$ cat config.mk
export PLATFORM = sky130hd
export DESIGN_NAME = rmt_recovery_walker
export DESIGN_NICKNAME = d
export VERILOG_FILES = /design/src/rtl/rmt_recovery_walker.sv
export SDC_FILE = /design/constraint.sdc
export NUM_CORES = 1
export LEC_CHECK = 0
export ABC_AREA = 1
export BUFFER_PORTS_ARGS = -buffer_cell sky130_fd_sc_hd__buf_2
export CAP_MARGIN = 20
export CORE_MARGIN = 10
export CORE_UTILIZATION = 39
export CTS_CLUSTER_DIAMETER = 30
export DETAILED_ROUTE_END_ITERATION = 10
export GPL_ROUTABILITY_DRIVEN = 0
export HOLD_SLACK_MARGIN = 0.12
export PLACE_DENSITY = 0.76
export REMOVE_ABC_BUFFERS = 1
export SLEW_MARGIN = 5
export SYNTH_ARGS = -nofsm -noshare
export SYNTH_HDL_FRONTEND = slang
export SYNTH_SLANG_ARGS = --single-unit
$ cat constraint.sdc
create_clock -name clk -period 1.7 [get_ports clk]
set_clock_uncertainty 0.15 [all_clocks]
set_input_delay 0.34 -clock clk [delete_from_list [all_inputs] [get_ports clk]]
set_output_delay 0.34 -clock clk [all_outputs]
set_load 0.03 [all_outputs]
$ cat src/rtl/rmt_recovery_walker.sv
// rmt_recovery_walker: after a recovery start pulse, walks the flushed
// active-list range youngest -> oldest, WALK_WIDTH entries per cycle, restoring
// the rename map table with each entry's previous physical register and
// returning its speculatively allocated physical register to the free list.
//
// Ports:
//   clk, rst                 clock, asynchronous active-low reset
//   toRecoveryPhase          one-cycle walk start pulse
//   flushRangeHeadPtr/TailPtr flushed range [head, tail)
//   alReadPtr[]              active-list read addresses, lane 0 youngest
//   alRead*[]                combinational active-list read data
//   rmtWrite*[]              RMT restore ports
//   freeListPush*[]          free-list return ports
//   busy / done              walk in progress / final walk cycle
//   protocolError            sticky: start pulse seen while walking
module rmt_recovery_walker #(
   parameter  int unsigned AL_ENTRY_NUM = 64,
   parameter  int unsigned WALK_WIDTH   = 2,
   parameter  int unsigned LREG_NUM     = 32,
   parameter  int unsigned PREG_NUM     = 64,
   localparam int unsigned AL_IW        = $clog2(AL_ENTRY_NUM),
   localparam int unsigned LW           = $clog2(LREG_NUM),
   localparam int unsigned PW           = $clog2(PREG_NUM)
) (
   input  logic             clk,
   input  logic             rst,
   input  logic             toRecoveryPhase,
   input  logic [AL_IW-1:0] flushRangeHeadPtr,
   input  logic [AL_IW-1:0] flushRangeTailPtr,
   output logic [AL_IW-1:0] alReadPtr        [WALK_WIDTH],
   input  logic             alReadWriteReg   [WALK_WIDTH],
   input  logic [LW-1:0]    alReadLreg       [WALK_WIDTH],
   input  logic [PW-1:0]    alReadNewPreg    [WALK_WIDTH],
   input  logic [PW-1:0]    alReadPrevPreg   [WALK_WIDTH],
   output logic             rmtWriteEn       [WALK_WIDTH],
   output logic [LW-1:0]    rmtWriteLreg     [WALK_WIDTH],
   output logic [PW-1:0]    rmtWritePreg     [WALK_WIDTH],
   output logic             freeListPushEn   [WALK_WIDTH],
   output logic [PW-1:0]    freeListPushPreg [WALK_WIDTH],
   output logic             busy,
   output logic             done,
   output logic             protocolError
);

   // remaining needs one extra bit so a count equal to AL_ENTRY_NUM-1 plus
   // the post-decrement underflow stay unambiguous
   localparam int unsigned RW = AL_IW + 1;

   typedef enum logic {
      ST_IDLE = 1'b0,
      ST_WALK = 1'b1
   } state_e;

   state_e           state_q, state_d;
   logic [AL_IW-1:0] cur_q, cur_d;
   logic [RW-1:0]    remaining_q, remaining_d;
   logic             protocol_error_q, protocol_error_d;

   logic             last_cycle;
   logic             lane_wr [WALK_WIDTH];

   assign busy          = (state_q == ST_WALK);
   assign last_cycle    = (remaining_q <= RW'(WALK_WIDTH));
   assign done          = busy && last_cycle;
   assign protocolError = protocol_error_q;

   // State register
   always_ff @(posedge clk or negedge rst) begin
      if (!rst) begin
         state_q          <= ST_IDLE;
         cur_q            <= '0;
         remaining_q      <= '0;
         protocol_error_q <= 1'b0;
      end else begin
         state_q          <= state_d;
         cur_q            <= cur_d;
         remaining_q      <= remaining_d;
         protocol_error_q <= protocol_error_d;
      end
   end

   // Next-state: latch the range on start, then step WALK_WIDTH per cycle
   always_comb begin
      state_d          = state_q;
      cur_d            = cur_q;
      remaining_d      = remaining_q;
      protocol_error_d = protocol_error_q;
      case (state_q)
         ST_IDLE: begin
            if (toRecoveryPhase) begin
               cur_d       = flushRangeTailPtr - AL_IW'(1);
               remaining_d = {1'b0, AL_IW'(flushRangeTailPtr - flushRangeHeadPtr)};
               state_d     = ST_WALK;
            end
         end
         ST_WALK: begin
            cur_d       = cur_q - AL_IW'(WALK_WIDTH);
            remaining_d = remaining_q - RW'(WALK_WIDTH);
            if (last_cycle) begin
               state_d = ST_IDLE;
            end
            // a restart during the walk is ignored but remembered
            if (toRecoveryPhase) begin
               protocol_error_d = 1'b1;
            end
         end
         default: state_d = ST_IDLE;
      endcase
   end

   // Lane addressing and per-lane "valid and writes a destination"
   always_comb begin
      for (int unsigned i = 0; i < WALK_WIDTH; i++) begin
         alReadPtr[i] = cur_q - AL_IW'(i);
         lane_wr[i]   = busy && (RW'(i) < remaining_q) && alReadWriteReg[i];
      end
   end

   // Restore/return ports; an older lane with the same lreg suppresses the
   // younger lane's RMT write so the oldest prevPreg survives
   always_comb begin
      for (int unsigned i = 0; i < WALK_WIDTH; i++) begin
         rmtWriteEn[i]       = 1'b0;
         rmtWriteLreg[i]     = '0;
         rmtWritePreg[i]     = '0;
         freeListPushEn[i]   = 1'b0;
         freeListPushPreg[i] = '0;
         if (lane_wr[i]) begin
            freeListPushEn[i]   = 1'b1;
            freeListPushPreg[i] = alReadNewPreg[i];
            rmtWriteEn[i]       = 1'b1;
            rmtWriteLreg[i]     = alReadLreg[i];
            rmtWritePreg[i]     = alReadPrevPreg[i];
            for (int unsigned k = i + 1; k < WALK_WIDTH; k++) begin
               if (lane_wr[k] && (alReadLreg[k] == alReadLreg[i])) begin
                  rmtWriteEn[i]   = 1'b0;
                  rmtWriteLreg[i] = '0;
                  rmtWritePreg[i] = '0;
               end
            end
         end
      end
   end

endmodule
### Yosys cells after proc, flatten, opt, wreduce, memory -nomap -nowiden

Index checks and enable logic that the tools add are counted.

* word-level logic and storage cells: 41
* flip-flop bits (word level): 15
* RAM bits: 0
* output and inout bits: 53
* bits of input ports: 51
* latch bits: 0
* bits in read-only memories: 0
* memories: 0

* reduce and logical (&&, ||, !) cells: 7
* $add $sub $neg: 5
* equal/unequal tests: 2
* shifts and indexed selects: 0
* multiplexer cells: 19
* divide/modulo/power cells: 0
* $lt $le $gt $ge: 3
* bitwise operators: 1
* multiply operators: 0

Operators by type and width (count)
* $mux 6: 6
* $mux 5: 3
* $lt 1x7->1 const A: 2
* $pmux 7 s2: 1
* $pmux 6 s2: 1
* $sub 6x1->6 const B: 2
* $le 7x2->1 const B: 1
* $mux 7: 1
* $sub 7x2->7 const B: 1
* $logic_and 1x1->1: 6
* $mux 1: 6
* $sub 6x2->6 const B: 1
* $sub 6x6->6: 1
* $eq 5x5->1: 1
* $ne 2x2->1 const B: 1
* $pmux 1 s2: 1
* $reduce_and 2->1: 1
* $not 1->1: 1

### Longest topological paths before layout

* depth in word-level cells: 6
* mapped depth: 10
* gate-level depth less buffers: 10

### Least setup slack after synthesis

Ideal clock, no wire load.

* kind: register to output
* start: reg state_q, in the netlist busy
* end: out done
* data arrival time: 2018 ps
* data required time: 1210 ps
* cell stages (with the launch flop): 5
* slack: -808 ps
* path buffers: 2
* cells stage by stage: dfrtp_1 buf_4 inv_2 buf_2 nor4_1

* longest elaborated chain between the ends: 1

Ends and longest elaborated chain
* start, declared: RTL line 54 `state_e state_q, state_d;`
* start signal, assigned: RTL line 75 `state_q <= state_d;`
* $logic_and 1x1->1: RTL line 64 `assign done = busy && last_cycle;`
* end, declared: RTL line 41 `output logic done,`

Every way passes these cells.

==> results.cfg <==
[drt]
num_vias = 2377
via_per_inst = 5.201
ant_nets = 0
detail_route.wl_per_cell_um = 18.25
firstDrtPassIters = 4
drc = 0
wl_mm = 8.342
drt-initial-drc-count = 194

[finish]
diodes = 0
multi_input_area_um2 = 1262
area_growth_pct = 95.04
fin_cells = 457
drive_gt1_share_pct = 55.04
finalNetCount = 471
ff_latch_area_um2 = 375.4
nFillCells = 242

[die]
die_h_um = 84.36
fp.dieW_um = 84.36
start_util_pct = 40.38
num_io_pins = 104
die-area_um2 = 7116
core_area_um2 = 4000
rows = 23

[critical_path]
slowest_stage = dfrtp_1
cp_max_fo = 10
cp_num_buf_inv = 3
crit_cells = 10
cp-end-kind = output port
path_class = flip-flop to output port
required_ns = 1.21
cp_data_arrival_time_ns = 1.70
worstSetupStartpointType = flip-flop
crit_path_frequent_cell = nand2_4
max_stage_delay_ns = 0.39
cpLargestDelayFamily = simple AND/OR/NAND/NOR gates
worstPathCellList = inv_2, nand2_4, nor2_4, nand2_4, nand2_4, inv_4, nand2_8, nand2_1, nor2_4, buf_6
r2r_cells = 7

[synthesis]
avgSynthCellArea_um2 = 6.359
synth_warnings = 0
synthesis.instances = 254
yosys.cell_types.count = 29
async_flop_share_pct = 100.0
ys_seq_elements = 15
yosysTopAreaCellShare_pct = 23.24
synth.cell_area_um2 = 1615
synth_edf_count = 0
yosysMostFrequentCell = inv_1
ys.flop_type = dfrtp_1
synth_common_cells = inv_1, nor2_1, nand2_1
yosys-top-cells-area = dfrtp_1, inv_1, nor2_1
seq_area_frac_synth_pct = 23.24
yosys.area.top_type = dfrtp_1

[grt]
grt.total_usage_pct = 20.05
antenna_found_initial = 0
grt_max_degree = 16
overflow = 0
grt_pass1_wl_mm = 12.11
grt_pass1_vias = 2377

[placed_design]
post-dp-hpwl_mm = 4.822
dpl.cell_count = 439
place_ws_ns = -0.2029
place.port_buffers = 103

[pwr]
peakVddDrop_mv = 1.086
leakage_nw = 1.706
powerDensity_nw_per_um2 = 1667
fin_total_pwr_mw = 5.253

[clock_network]
clk_latency_ns = 0.25
cts_made_buffers = 3
cts_sinks = 15
cts-root-buf = clkbuf_8
htreeDepth = 1
cts_tree = built
clk_path_buf_depth = 2
path_clk_slew_ns = 0.06

[sta]
rsz0062_at_grt = yes
setup_slack_ns = -0.4932
drv_slew = 0
post-route-period-util_pct = 129.0
max_freq_ghz = 0.4560
hold_viol_final = 0
maxSlewHeadroom_pct = 76.11
period_minus_slack_ns = 2.193
worstMarginPinSlew_ns = 0.3584
hold_slack_ns = 0.2483
setup_viol = 43
tns_ns = -15.90

[hold_path]
hold_path.class = input port to flip-flop
holdPathStages = 3

[run_status]
outcome = finished, violations left
violations = setup timing

[flow_run]
drv_cap = 0
[placed cells by master, fill, tap and decap left out, types with 2 or more instances in the layout]
| cell | instances |
|---|---|
| buf_4 | 54 |
| nand4_1 | 6 |
| ha_1 | 7 |
| buf_2 | 59 |
| inv_1 | 46 |
| nor2_2 | 12 |
| inv_2 | 11 |
| o21bai_1 | 2 |
| dfrtp_1 | 15 |
| buf_12 | 2 |
| nand2_1 | 41 |
| nor2_4 | 21 |
| xnor2_1 | 4 |
| xor2_1 | 6 |
| ha_4 | 3 |
| o21ai_0 | 9 |
| inv_4 | 2 |
| nand3_1 | 10 |
| nand2_4 | 4 |
| nor2_1 | 18 |
| nand2_2 | 2 |
| clkbuf_8 | 3 |
| o221ai_1 | 4 |
| buf_6 | 37 |
| a21oi_1 | 9 |
| or2_2 | 3 |
[routing by layer]
metal	global-route usage [%]	vias up	share of wire, %
met1	21.06	1122	34
met5	0	-	0
met4	7.635	0	6.0
met2	39.56	116	56
met3	1.836	45	4.4
li1	-	1094	-
[tightest hold or removal path, cell delays in order]
cell     delay, ns
buf_2         0.08
ha_1          0.11
o21ai_0       0.07
[logic make-up (layout without fill, tap and decap cells)]
group	count (synthesis)	count (layout)	share of synthesized area (%)
buf+inv	64	217	15.96
simple gates	123	123	34.39
fa+ha+maj	12	12	9.760
compound gates	29	29	10.69
xor+xnor	11	11	5.964
flops	15	15	23.24
[what timing repair did]
action / 4_1_cts / 5_1_grt
pin swaps: 7 / 13
hold endpoints to repair: 15 / 0
gates resized for setup: 119 / 53
hold buffers: 1 / 0
setup buffers: 9 / 7
gates cloned: 1 / 1
setup endpoints to repair: 44 / 46
[through the flow]
| stage | util [%] | instance area, um2 |
|---|---|---|
| floorplan | - | 1579 |
| global placement | 60.87 | 2435 |
| detailed placement | 60.87 | 2435 |
| CTS | 74.07 | 2963 |
| global route | 78.76 | 3151 |
| finish | 78.76 | 3151 |
[final timing paths]
path / start / endpoint / slack (ns)
setup / recovery: remaining_q[3] / rmtWritePreg[9] / -0.49
hold / removal: flushRangeHeadPtr[0] / remaining_q[0] / 0.25
setup reg to reg: remaining_q[2] / remaining_q[6] / 0.02
hold reg to reg: protocolError / protocolError / 0.34
max in group asynchronous: rst / remaining_q[6] / 0.75
min in group asynchronous: rst / cur_q[1] / 0.38
[final cells by class]
class                           instances  share of cell area, %
Clock buffer                            4                  1.430
Tap cell                               50                  1.986
Sequential cell                        15                  11.91
Timing Repair inverter                  1                 0.1986
Timing Repair Buffer                  153                  37.05
Multi-Input combinational cell        175                  40.07
Inverter                               59                  7.347
[sequential cells by signal, summed over array words and instances, names as in the netlist]
signal,cells
protocolError,1
busy,1
remaining_q,7
cur_q,6
[power breakdown]
part / switching (mW) / leakage, nW / internal [mW]
Sequential: 0.157 / 0.172 / 0.536
Clock: 0.135 / 0.0228 / 0.166
Combinational: 2.47 / 1.51 / 1.79
Total: 2.76 / 1.71 / 2.49
Power figures use the tool's default switching activity.
